===== src/rtl/quantum_timer.sv =====
// quantum_timer: multi-slot preemption timer. Each process slot holds its own
// quantum; the running slot counts down on every non-held instruction clock and
// raises a held interrupt carrying the expired slot number until acknowledged.
// With ROUND_ROBIN=1 an acknowledge automatically starts the next slot that has
// a nonzero quantum.
module quantum_timer #(
    parameter int WIDTH       = 32,
    parameter int CHANNELS    = 4,
    parameter int CH_W        = 2,
    parameter int ROUND_ROBIN = 1
) (
    input  logic             clock,
    input  logic             reset,
    input  logic             load,
    input  logic [CH_W-1:0]  load_ch,
    input  logic [WIDTH-1:0] quantum,
    input  logic             start,
    input  logic [CH_W-1:0]  start_ch,
    input  logic             hold,
    input  logic             finish,
    input  logic             ack,
    output logic             interrupt,
    output logic [CH_W-1:0]  irq_ch,
    output logic             active,
    output logic [CH_W-1:0]  active_ch,
    output logic [WIDTH-1:0] remaining
);

    typedef enum logic [1:0] {
        S_IDLE    = 2'd0,
        S_RUN     = 2'd1,
        S_EXPIRED = 2'd2
    } state_t;

    // One extra bit so CHANNELS itself is representable for range checks.
    localparam logic [CH_W:0] CH_LIMIT = (CH_W + 1)'(CHANNELS);

    state_t           state_q, state_d;
    logic [WIDTH-1:0] count_q, count_d;
    logic [CH_W-1:0]  active_ch_q, active_ch_d;
    logic [CH_W-1:0]  irq_ch_q, irq_ch_d;
    logic [WIDTH-1:0] quanta_q [CHANNELS];
    logic [WIDTH-1:0] quanta_d [CHANNELS];

    logic             load_valid;
    logic             start_valid;
    logic             rr_found;
    logic [CH_W-1:0]  rr_ch;
    logic [CH_W-1:0]  rr_idx;

    assign load_valid  = load  && ({1'b0, load_ch}  < CH_LIMIT);
    assign start_valid = start && ({1'b0, start_ch} < CH_LIMIT);

    // Quantum table writes; a write never touches the live counter.
    always_comb begin
        // NOTE: every combinational output gets a default first so no path
        // leaves it unassigned, which would otherwise infer a latch.
        quanta_d = quanta_q;
        if (load_valid) begin
            quanta_d[load_ch] = quantum;
        end
    end

    // Round-robin search: first nonzero quantum after the current slot,
    // wrapping around and visiting the current slot last.
    always_comb begin
        rr_found = 1'b0;
        rr_ch    = '0;
        rr_idx   = '0;
        for (int k = 1; k <= CHANNELS; k++) begin
            rr_idx = CH_W'((int'(active_ch_q) + k) % CHANNELS);
            if (!rr_found && (quanta_q[rr_idx] != '0)) begin
                rr_found = 1'b1;
                rr_ch    = rr_idx;
            end
        end
    end

    // Next-state logic, priority finish > start > ack > countdown.
    always_comb begin
        state_d     = state_q;
        count_d     = count_q;
        active_ch_d = active_ch_q;
        irq_ch_d    = irq_ch_q;

        if ((state_q != S_IDLE) && finish) begin
            state_d = S_IDLE;
            count_d = '0;
        end else if (start_valid) begin
            count_d     = quanta_q[start_ch];
            active_ch_d = start_ch;
            if (quanta_q[start_ch] == '0) begin
                state_d  = S_EXPIRED;
                irq_ch_d = start_ch;
            end else begin
                state_d = S_RUN;
            end
        end else begin
            case (state_q)
                S_RUN: begin
                    if (!hold) begin
                        // Count reaching zero expires; never wraps below 0.
                        if ((count_q == '0) || (count_q == WIDTH'(1))) begin
                            count_d  = '0;
                            irq_ch_d = active_ch_q;
                            state_d  = S_EXPIRED;
                        end else begin
                            count_d = count_q - WIDTH'(1);
                        end
                    end
                end
                S_EXPIRED: begin
                    count_d = '0;
                    if (ack) begin
                        if ((ROUND_ROBIN != 0) && rr_found) begin
                            count_d     = quanta_q[rr_ch];
                            active_ch_d = rr_ch;
                            state_d     = S_RUN;
                        end else begin
                            state_d = S_IDLE;
                        end
                    end
                end
                default: begin
                    state_d = S_IDLE;
                end
            endcase
        end
    end

    // State, counter, slot registers and quantum table.
    always_ff @(posedge clock or negedge reset) begin
        if (!reset) begin
            state_q     <= S_IDLE;
            count_q     <= '0;
            active_ch_q <= '0;
            irq_ch_q    <= '0;
            // NOTE: the quantum table is a small register file that must read
            // back zero after reset, so it is reset like any other flop rather
            // than treated as an unreset RAM.
            for (int i = 0; i < CHANNELS; i++) begin
                quanta_q[i] <= '0;
            end
        end else begin
            // NOTE: sequential state uses non-blocking assignments so every
            // flop samples the values from before this edge.
            state_q     <= state_d;
            count_q     <= count_d;
            active_ch_q <= active_ch_d;
            irq_ch_q    <= irq_ch_d;
            quanta_q    <= quanta_d;
        end
    end

    assign interrupt = (state_q == S_EXPIRED);
    assign active    = (state_q == S_RUN);
    assign irq_ch    = irq_ch_q;
    assign active_ch = active_ch_q;
    assign remaining = count_q;

endmodule


===== config.mk =====
export PLATFORM = sky130hd
export DESIGN_NAME = quantum_timer
export DESIGN_NICKNAME = d
export VERILOG_FILES = /design/src/rtl/quantum_timer.sv
export SDC_FILE = /design/constraint.sdc
export NUM_CORES = 1
export LEC_CHECK = 0
export ABC_AREA = 1
export ABC_CLOCK_PERIOD_IN_PS = 2800
export CAP_MARGIN = 30
export CORE_UTILIZATION = 40
export DETAILED_ROUTE_END_ITERATION = 7
export HOLD_SLACK_MARGIN = 0.05
export REMOVE_ABC_BUFFERS = 1
export SYNTH_ARGS = -nofsm -noshare
export SYNTH_HDL_FRONTEND = slang
export SYNTH_SLANG_ARGS = --single-unit

===== constraint.sdc =====
create_clock -name clock -period 2.8 [get_ports clock]
set_clock_uncertainty 0.2 [all_clocks]
set_input_delay 0.84 -clock clock [delete_from_list [all_inputs] [get_ports clock]]
set_output_delay 0.84 -clock clock [all_outputs]
set_load 0.005 [all_outputs]

==> results of run 1 <==
-- cell families (layout without fill, tap and decap cells) --
| family | Yosys count | after routing | share of synthesized area, % |
|---|---|---|---|
| xor+xnor | 18 | 18 | 1.31 |
| buf+inv | 300 | 659 | 10.3 |
| fa+ha+maj | 3 | 3 | 0.311 |
| compound gates | 320 | 320 | 14.2 |
| flops | 166 | 166 | 34.4 |
| simple gates | 1138 | 1138 | 39.4 |
-- cells in the mapped netlist, types with 3 or more instances --
| cell type | number |
|---|---|
| clkbuf_1 | 66 |
| a22o_1 | 5 |
| buf_2 | 25 |
| a32o_1 | 12 |
| nor3_1 | 21 |
| o21ai_1 | 12 |
| nand4_1 | 43 |
| xor2_1 | 11 |
| buf_4 | 14 |
| nand2_1 | 643 |
| or2_2 | 8 |
| o21ai_0 | 175 |
| xnor2_1 | 7 |
| a22oi_1 | 4 |
| dfrtp_1 | 166 |
| nor2_1 | 191 |
| nor4_1 | 4 |
| a21oi_1 | 101 |
| inv_1 | 182 |
| inv_2 | 3 |
| nand3_1 | 221 |
| ha_1 | 3 |
| buf_6 | 5 |
| a31oi_1 | 4 |
| a32oi_1 | 4 |
| buf_1 | 4 |
-- layout make-up --
type	instances	area (um^2)	share of cell area, %
Multi-Input combinational cell	1479	7630	42.3
Timing Repair Buffer	441	4450	24.6
Sequential cell	166	4160	23.0
Inverter	186	731	4.05
Tap cell	390	488	2.70
Clock buffer	17	425	2.36
Clock inverter	15	166	0.922
-- report_power, final --
part | switching, mW | internal, mW | total [mW]
clock | 1.16 | 1.34 | 2.50
combinational | 4.23 | 3.51 | 7.75
sequential | 0.581 | 2.87 | 3.45
-- flip-flops by register name (all words and copies together), names as in the netlist --
| register | cells |
|---|---|
| irq_ch | 2 |
| quanta_q | 128 |
| state_q | 2 |
| remaining | 32 |
| active_ch | 2 |
-- placed cells by master, fill, tap and decap left out, types with 5 or more instances in the layout --
master / instances
nand2_1: 574
buf_4: 277
inv_1: 179
o21ai_0: 171
dfrtp_1: 165
nor2_1: 161
nand3_1: 133
a21oi_1: 98
nand3_2: 77
clkdlybuf4s50_1: 75
nand2_2: 62
nand4_1: 43
buf_12: 31
clkbuf_16: 29
buf_6: 25
nor2_2: 24
nor3_1: 19
o21ai_1: 13
nand3_4: 13
xor2_1: 11
a32o_1: 10
buf_16: 10
nor2_4: 8
inv_6: 8
buf_8: 8
nand2_4: 7
xnor2_1: 7
or2_2: 7
a22o_1: 5
-- worst max-delay path, cell delays in order, from the launching register on --
cell	delay, ns
dfrtp_2	0.45
buf_6	0.15
buf_12	0.13
buf_16	0.14
nor2_2	0.10
nand2_1	0.07
nand2_2	0.09
nand2_1	0.07
nand2_1	0.09
nand2_1	0.07
nor2_1	0.13
nand2_2	0.12
nor2_4	0.16
nand3_2	0.14
nor2_2	0.15
inv_2	0.09
nand2_8	0.13
buf_12	0.13
buf_12	0.14
nand3_2	0.11
nand3_4	0.10
nand2_1	0.06
nand2_1	0.07
nand2_1	0.06
-- per-stage QoR --
step                      setup TNS [ns]  instances
final                             -13.10       2694
after global placement            -12.20       2611
after detailed placement          -12.54       2611
after floorplan                  -116.21       1831
after CTS                          -5.78       2665
after global routing              -17.46       2694
-- routing by layer --
layer,wire (um),vias up
met5,0,-
met4,3500,0
met3,4610,223
met2,25000,901
met1,21400,7190
li1,-,7002
-- path summary, 6_finish.rpt --
kind / startpoint / to / slack, ns
max: active_ch[0] / remaining[17] / -0.45
min: reset / quanta_q[3] / 0.13
max reg2reg: active_ch[0] / remaining[17] / -0.45
min reg2reg: irq_ch[0] / irq_ch[0] / 0.30
max in group asynchronous: reset / quanta_q[90] / 1.60
min in group clock: irq_ch[0] / irq_ch[0] / 0.30
-- what timing repair did --
item	4_1_cts	5_1_grt
pin swaps	15	83
cloned	12	12
setup buffers	10	19
setup endpoints to repair	37	38
hold buffers	0	0
resized for setup	141	178
==> impl_metrics.py, run 1 <==
metrics = {
    "status": {
        "outcome": "finished, violations left",
        "failed_checks": "setup timing",
    },
    "pwr": {
        "power_density_nw_per_um2": 759,
        "power_mw": 13.7,
        "ir_drop_uv": 579,
        "cellLeakagePower_nw": 8.95,
    },
    "synthesis": {
        "syn_area_um2": 12100,
        "synth_top_area_share_pct": 34.4,
        "ys_seq_elements": 166,
        "ys_types": 35,
        "synth_edf_count": 0,
        "async_reset_ff_share_pct": 100,
        "yosys_warnings": 0,
        "yosys.area.top_type": "dfrtp_1",
        "synth_top_flop_cell": "dfrtp_1",
        "avgSynthCellArea_um2": 6.20,
        "synth_cells": 1945,
        "synth.area.top_cells": "dfrtp_1, nand2_1, nand3_1",
        "yosysSeqAreaShare_pct": 34.4,
    },
    "route": {
        "via_count": 15300,
        "post_drt_via_cell_ratio": 5.69,
        "drc": 0,
        "finalWirelength_mm": 54.5,
        "dr.pass1.iters": 6,
        "wl_per_cell_um": 20.2,
        "drt_iter0_markers": 1822,
        "antenna_left": 0,
    },
    "global_route": {
        "grt_pass1_vias": 14300,
        "antenna_found_initial": 0,
        "met1_usage_pct": 42.0,
        "grt-busiest-layer": "met2",
        "use_met2_pct": 55.2,
        "grt-ovfl-total": 0,
        "track_usage_pct": 33.7,
        "grt_max_degree": 65,
        "grt_pass1_wl_mm": 79.3,
        "met3_usage_pct": 5.56,
    },
    "placed_design": {
        "io_buffers": 80,
        "place.gp.congestion": 0.987,
        "post-dp-hpwl_mm": 35.2,
        "postPlaceCellArea_um2": 15400,
        "place_ws_ns": -0.757,
    },
    "timing": {
        "worst_slew_pin_slew_ns": 0.479,
        "max_freq_mhz": 308,
        "finalWorstSetupSlack_ns": -0.450,
        "post-route-period-util_pct": 116,
        "fin_crit_ns": 3.25,
        "setup-violations-final": 35,
        "slew_headroom_pct": 68.1,
        "drv_slew": 0,
        "grt_setup_unrepaired": "true",
        "hold_violations": 0,
        "whs_ns": 0.131,
    },
    "critical_path": {
        "crit_arrival_ns": 3.40,
        "worstSetupStartpointType": "flip-flop",
        "reg2reg_depth": 23,
        "end_kind": "flip-flop",
        "crit_fanout": 8,
        "cp_data_required_time_ns": 2.95,
        "crit_type": "flip-flop to flip-flop",
    },
    "cts": {
        "cts_buffer_depth": 2,
        "htreeDepth": 4,
        "cts_tree": "done",
        "cts.sinks": 166,
        "clkTransAtPathRegs_ns": 0.08,
        "cts-root-buf": "clkbuf_16",
        "cts_made_buffers": 17,
        "worstSkewPairLatency_ns": 0.45,
    },
    "finish": {
        "final_area_um2": 18000,
        "layout.nets": 2337,
        "drive_above_1_share_pct": 26.9,
        "antennaDiodeCount": 0,
        "num-fill-cells": 2770,
        "finish.utilization_pct": 60.9,
        "area_delta_synth_final_pct": 49.5,
    },
    "floorplanning": {
        "dieArea_um2": 30900,
        "start_util_pct": 40.7,
        "io_pins": 81,
        "die_h_um": 176,
        "num_rows": 63,
        "coreArea_um2": 29600,
        "die_w_um": 176,
    },
    "flow_run": {
        "drv_cap": 0,
    },
    "min_path": {
        "hold_path.class": "input port to asynchronous set/reset pin",
    },
}
(Power assumes the default switching activity.)
==> run 2, diff against run 1 <==
--- a/config.mk
+++ b/config.mk
@@ -8,6 +8,7 @@
 export ABC_AREA = 1
 export ABC_CLOCK_PERIOD_IN_PS = 2800
 export CAP_MARGIN = 30
+export CORE_MARGIN = 8
 export CORE_UTILIZATION = 40
 export DETAILED_ROUTE_END_ITERATION = 7
 export HOLD_SLACK_MARGIN = 0.05
==> run 2 against run 1 <==
  * The run still ends with setup timing left
  * Utilization down 4.2 points
  * Clock-buffer cell count rose by 3
  * Critical endpoint is now remaining[10]
  * Final area is 6.8% lower
  * Cell count decreased by 2.8%
  * Global-route usage decreased by 6.5 points
  * Sequential share of layout area grew 1.7 points
  * Fmax is 2.5% higher
  * First-iteration DRC count down 13%
  * Sequential power about the same
  * Setup slack improved by 0.079 ns
==> impl_metrics.py, run 2 (same netlist as run 1, synthesis figures left out) <==
metrics = {
    "status": {
        "outcome": "finished, violations left",
        "failed_checks": "setup timing",
    },
    "route": {
        "drt_iter0_markers": 1581,
        "dr.pass1.iters": 6,
        "finalWirelength_mm": 50.8,
        "via_count": 14500,
        "drc": 0,
        "wl_per_cell_um": 19.4,
        "post_drt_via_cell_ratio": 5.55,
        "antenna_left": 0,
    },
    "finish": {
        "mostFrequentLayoutCells": "nand2_1, buf_4, inv_1, nor2_1",
        "regMostFlops": "quanta_q",
        "area_delta_synth_final_pct": 39.3,
        "stdcell_count": 2619,
        "drive_above_1_share_pct": 20.5,
        "final_common_cell": "nand2_1",
        "antennaDiodeCount": 0,
        "layout.nets": 2263,
        "num-fill-cells": 2906,
        "largest_reg_flops": 128,
    },
    "global_route": {
        "grt_max_degree": 65,
        "track_usage_pct": 27.2,
        "grt-ovfl-total": 0,
        "antenna_found_initial": 0,
        "grt_pass1_vias": 13700,
        "grt_pass1_wl_mm": 77.2,
    },
    "flow_run": {
        "drv_cap": 0,
    },
    "critical_path": {
        "crit_fanout": 9,
        "rrSetupSlack_ns": -0.37,
        "cp_data_required_time_ns": 2.95,
        "crit_arrival_ns": 3.32,
        "crit_type": "flip-flop to flip-flop",
        "end_kind": "flip-flop",
        "worstSetupStartpointType": "flip-flop",
    },
    "timing": {
        "max_freq_mhz": 315,
        "slew_headroom_pct": 65.4,
        "grt_setup_unrepaired": "true",
        "drv_slew": 0,
        "setup-violations-final": 35,
        "finalWorstSetupSlack_ns": -0.371,
        "worst_slew_pin_slew_ns": 0.519,
        "fin_crit_ns": 3.17,
        "hold_violations": 0,
        "post-route-period-util_pct": 113,
    },
    "cts": {
        "cts_buffer_depth": 2,
        "worstSkewPairLatency_ns": 0.45,
        "cts-root-buf": "clkbuf_16",
        "cts_hold_buf": 0,
        "htreeDepth": 4,
        "cts.sinks": 166,
        "clkTransAtPathRegs_ns": 0.08,
        "cts_made_buffers": 17,
        "cts_tree": "done",
    },
    "pwr": {
        "cellLeakagePower_nw": 8.34,
        "power_density_nw_per_um2": 760,
        "ir_drop_uv": 580,
    },
    "placed_design": {
        "io_buffers": 80,
        "place.gp.congestion": 0.938,
        "dp_cells": 2566,
        "place_ws_ns": -0.953,
        "post-dp-hpwl_mm": 36.0,
    },
    "floorplanning": {
        "dieArea_um2": 36000,
        "die_h_um": 190,
        "num_rows": 63,
        "coreArea_um2": 29600,
        "die_w_um": 190,
        "start_util_pct": 40.7,
        "io_pins": 81,
    },
    "min_path": {
        "hold_path.class": "input port to asynchronous set/reset pin",
    },
}
-- run 2: cell types whose count changed in the layout (fill, tap and decap cells not counted), sizes merged --
cell | before | now
inv | 192 | 186
clkinvlp | 2 | 4
buf | 352 | 280
clkinv | 5 | 4
clkdlybuf4s50 | 75 | 76
bufinv | 2 | 3
dlygate4sd2 | 1 | 0
clkbuf | 30 | 31
-- run 2: routing by layer --
| metal | vias up | track usage, % | share of wire [%] |
|---|---|---|---|
| li1 | 6868 | - | - |
| met1 | 6830 | 34.7 | 41 |
| met2 | 697 | 44.6 | 46 |
| met3 | 145 | 4.17 | 7.7 |
| met4 | 0 | 13.0 | 4.6 |
| met5 | - | 0 | 0 |
-- run 2: area by class of cell --
type                    count  area (um^2)  area share (%)
multi-input cells        1479         7240            43.1
inverters                 186          721            4.29
repair buffers            367         3600            21.4
well taps                 390          488            2.90
clock buffers              20          457            2.72
flip-flops and latches    166         4160            24.7
clock inverters            11          148           0.879
-- run 2: per-stage QoR --
step | setup TNS [ns] | power [mW] | util, % | hold WS [ns] | cell area, um^2
final | -10.29 | 12.8 | 56.7 | 0.129 | 16800
after global routing | -15.81 | 13.5 | 56.7 | 0.168 | 16800
after CTS | -7.86 | 12.1 | 54.1 | 0.152 | 16000
after detailed placement | -13.91 | 9.31 | 51.2 | 0.320 | 15200
after global placement | -12.10 | 9.23 | 51.2 | 0.309 | 15200
after floorplan | -116.21 | 6.19 | - | 0.275 | 11500
-- run 2: critical path, cell delays in order, from the launching register on --
cell and delay, ns:
dfrtp_2 0.49, buf_12 0.19, buf_4 0.16, nor2_4 0.10, nand2_2 0.08, nor2_2 0.11, nor2_1 0.06, nor2_2 0.10
nand2_1 0.08, nand2_2 0.13, nand2_4 0.08, nor2_4 0.12, buf_6 0.13, nand3_4 0.08, nand3_4 0.14, nand2_4 0.10
buf_12 0.17, buf_12 0.14, nand2_1 0.06, nand3_1 0.06, nand3_1 0.11, nand2_1 0.06, nand2_1 0.06, nand2_1 0.05
-- run 2: final timing paths --
check                                  start            end  cells after the start
worst max-delay path            active_ch[0]  remaining[10]                     23
min in group clock              quanta_q[14]   quanta_q[14]                      2
worst max register to register  active_ch[0]  remaining[10]                     23
worst min register to register  quanta_q[14]   quanta_q[14]                      2
max in group asynchronous              reset   quanta_q[53]                      2
worst min-delay path                   reset   quanta_q[32]                      1
-- run 2: power by group --
part / switching [mW] / internal [mW] / total (mW)
registers: 0.571 / 2.87 / 3.44
logic: 3.78 / 3.00 / 6.78
clock network: 1.09 / 1.45 / 2.54
total: 5.44 / 7.33 / 12.8
-- run 2: repair_timing --
item | in CTS | in global routing
gates resized for setup | 49 | 118
gates cloned | 2 | 11
endpoints found under the hold margin | 0 | 0
setup buffers | 2 | 7
setup endpoints to repair | 38 | 39
pin swaps | 8 | 39
==> run 3, diff against run 2 <==
--- a/config.mk
+++ b/config.mk
@@ -8,10 +8,13 @@
 export ABC_AREA = 1
 export ABC_CLOCK_PERIOD_IN_PS = 2800
 export CAP_MARGIN = 30
+export CELL_PAD_IN_SITES_DETAIL_PLACEMENT = 0
+export CELL_PAD_IN_SITES_GLOBAL_PLACEMENT = 1
 export CORE_MARGIN = 8
 export CORE_UTILIZATION = 40
 export DETAILED_ROUTE_END_ITERATION = 7
 export HOLD_SLACK_MARGIN = 0.05
+export PLACE_DENSITY_LB_ADDON = 0.1
 export REMOVE_ABC_BUFFERS = 1
 export SYNTH_ARGS = -nofsm -noshare
 export SYNTH_HDL_FRONTEND = slang
==> run 3 against run 2 <==
  * The run still ends with setup timing left
  * Routed wire length is 2.6% higher
  * Critical path depth is 1 lower
  * Setup slack worse by 0.063 ns
  * Non-clock buffer count is 46 higher
  * Register-to-register slack worse by 0.06 ns
  * Fmax is 2.0% lower
  * Critical path type unchanged
  * Clock power is 11% lower
  * First-iteration DRC count is 10% lower
==> impl_metrics.py, run 3 (same netlist as run 1, synthesis figures left out) <==
metrics = {
    "finish": {
        "largest_reg_flops": 128,
        "final_common_cell": "nand2_1",
        "mostFrequentLayoutCells": "nand2_1, buf_4, inv_1, nor2_1, o21ai_0",
        "antennaDiodeCount": 0,
        "final_area_um2": 17200,
        "drive_above_1_share_pct": 22.7,
        "layout.nets": 2309,
        "num-fill-cells": 2915,
        "area_delta_synth_final_pct": 42.4,
        "regMostFlops": "quanta_q",
        "stdcell_count": 2664,
    },
    "critical_path": {
        "cpMaxStageDelayCell": "dfrtp_4",
        "cp_num_buf_inv": 5,
        "crit_fanout": 8,
        "critPathMaxStageDelay_ns": 0.57,
        "crit_type": "flip-flop to flip-flop",
        "timing.critical_path.mode_cell": "nand2_2",
        "cp_top_family": "simple AND/OR/NAND/NOR gates",
        "end_kind": "flip-flop",
        "cp_data_required_time_ns": 3.00,
        "cp_cell_sequence": "buf_16, nor2_1, nand2_1, nor2_1, nor2_1, nor2_2, nand2_1, nand2_2, nand2_4, nor2_4, nand3_4, nor2_4, inv_2, nand2_8, inv_8, buf_12, buf_4, nand3_2, nand3_2, nand2_2, nand2_2, nand2_2",
        "crit_arrival_ns": 3.43,
        "worstSetupStartpointType": "flip-flop",
    },
    "cts": {
        "cts-root-buf": "clkbuf_16",
        "cts_hold_buf": 0,
        "cts_made_buffers": 17,
        "htreeDepth": 4,
        "worstSkewPairLatency_ns": 0.45,
        "clkTransAtPathRegs_ns": 0.07,
        "cts.sinks": 166,
        "cts_tree": "done",
        "cts_buffer_depth": 2,
    },
    "pwr": {
        "p_clk_share_pct": 17.7,
        "internal_power_mw": 7.34,
        "comb_power_share_pct": 55.3,
        "switchingPower_mw": 5.42,
        "power_mw": 12.8,
        "cellLeakagePower_nw": 8.59,
        "power_density_nw_per_um2": 742,
        "ir_drop_uv": 534,
        "seqPwrFrac_pct": 27.0,
        "p_sw_share_pct": 42.5,
    },
    "global_route": {
        "grt_pass1_wl_mm": 79.5,
        "antenna_found_initial": 0,
        "grt_pass1_vias": 13800,
        "track_usage_pct": 28.3,
        "grt_max_degree": 65,
        "grt-ovfl-total": 0,
    },
    "floorplanning": {
        "start_util_pct": 40.7,
        "die_h_um": 190,
        "coreArea_um2": 29600,
        "io_pins": 81,
        "num_rows": 63,
        "dieArea_um2": 36000,
        "die_w_um": 190,
    },
    "placed_design": {
        "post-dp-hpwl_mm": 36.7,
        "dp_cells": 2599,
        "io_buffers": 80,
        "place.gp.congestion": 0.943,
        "postPlaceCellArea_um2": 15300,
    },
    "route": {
        "dr.pass1.iters": 7,
        "wl_per_cell_um": 19.6,
        "via_count": 14600,
        "antenna_left": 0,
        "drt_iter0_markers": 1419,
        "post_drt_via_cell_ratio": 5.48,
        "drc": 0,
        "finalWirelength_mm": 52.1,
    },
    "timing": {
        "post-route-period-util_pct": 116,
        "finalWorstSetupSlack_ns": -0.434,
        "grt_setup_unrepaired": "true",
        "slew_headroom_pct": 69.5,
        "drv_slew": 0,
        "hold_violations": 0,
        "fin_crit_ns": 3.23,
        "setup-violations-final": 34,
        "worst_slew_pin_slew_ns": 0.453,
        "max_freq_mhz": 309,
    },
    "status": {
        "outcome": "finished, violations left",
        "failed_checks": "setup timing",
    },
    "min_path": {
        "hold_path.class": "input port to asynchronous set/reset pin",
    },
    "flow_run": {
        "drv_cap": 0,
    },
}
-- run 3: changes by cell type in the layout (fill, tap and decap cells not counted), sizes merged --
cell and change:
clkinv -1, clkinvlp +1, bufinv -2, clkdlybuf4s50 -1, clkdlybuf4s15 +1, clkbuf -2, buf +50, inv -1
-- run 3: path summary, 6_finish.rpt --
check,depth (start not counted),slack [ns],to,startpoint
max,22,-0.43,remaining[5],active_ch[0]
min,1,0.09,quanta_q[1],reset
max reg2reg,22,-0.43,remaining[5],active_ch[0]
min reg2reg,2,0.30,irq_ch[0],irq_ch[0]
max in group asynchronous,2,1.63,active_ch[0],reset
min in group clock,2,0.30,irq_ch[0],irq_ch[0]
-- run 3: final cells by class --
class | count | area (um^2) | share of cell area (%)
well taps | 390 | 488 | 2.84
inverters | 186 | 716 | 4.17
clock buffers | 22 | 464 | 2.70
clock inverters | 8 | 77.6 | 0.451
flip-flops and latches | 166 | 4160 | 24.2
multi-input cells | 1479 | 7280 | 42.4
repair buffers | 413 | 4000 | 23.3
-- run 3: power by group through the flow --
| stage | Clock [mW] | Sequential, mW | Combinational, mW |
|---|---|---|---|
| after floorplan | 0 | 3.49 | 2.70 |
| after global placement | 0 | 3.45 | 5.83 |
| after detailed placement | 0 | 3.46 | 5.88 |
| after CTS | 2.31 | 3.43 | 6.39 |
| after global routing | 2.38 | 3.51 | 7.63 |
| final | 2.26 | 3.44 | 7.05 |
-- run 3: through the flow --
step	setup TNS [ns]	setup slack, ns	util (%)	hold WS (ns)
after global routing	-16.87	-0.556	58.0	0.113
after CTS	-8.13	-0.288	55.5	0.0929
after global placement	-14.10	-0.720	51.8	0.300
after floorplan	-116.21	-3.35	-	0.275
final	-11.85	-0.434	58.0	0.0923
after detailed placement	-15.33	-0.739	51.8	0.290
-- run 3: timing repair --
action                     4_1_cts  5_1_grt
gates resized for setup         85      138
buffers inserted                14        8
gates cloned                     6        7
setup endpoints to repair       38       37
pin swaps                       11       41
-- run 3: layer usage --
layer,up-vias,GRT usage (%),wire length (um)
li1,6947,-,-
met1,6856,35.4,21300
met2,636,47.5,24800
met3,155,4.61,3610
met4,0,12.5,2330
met5,-,0,0
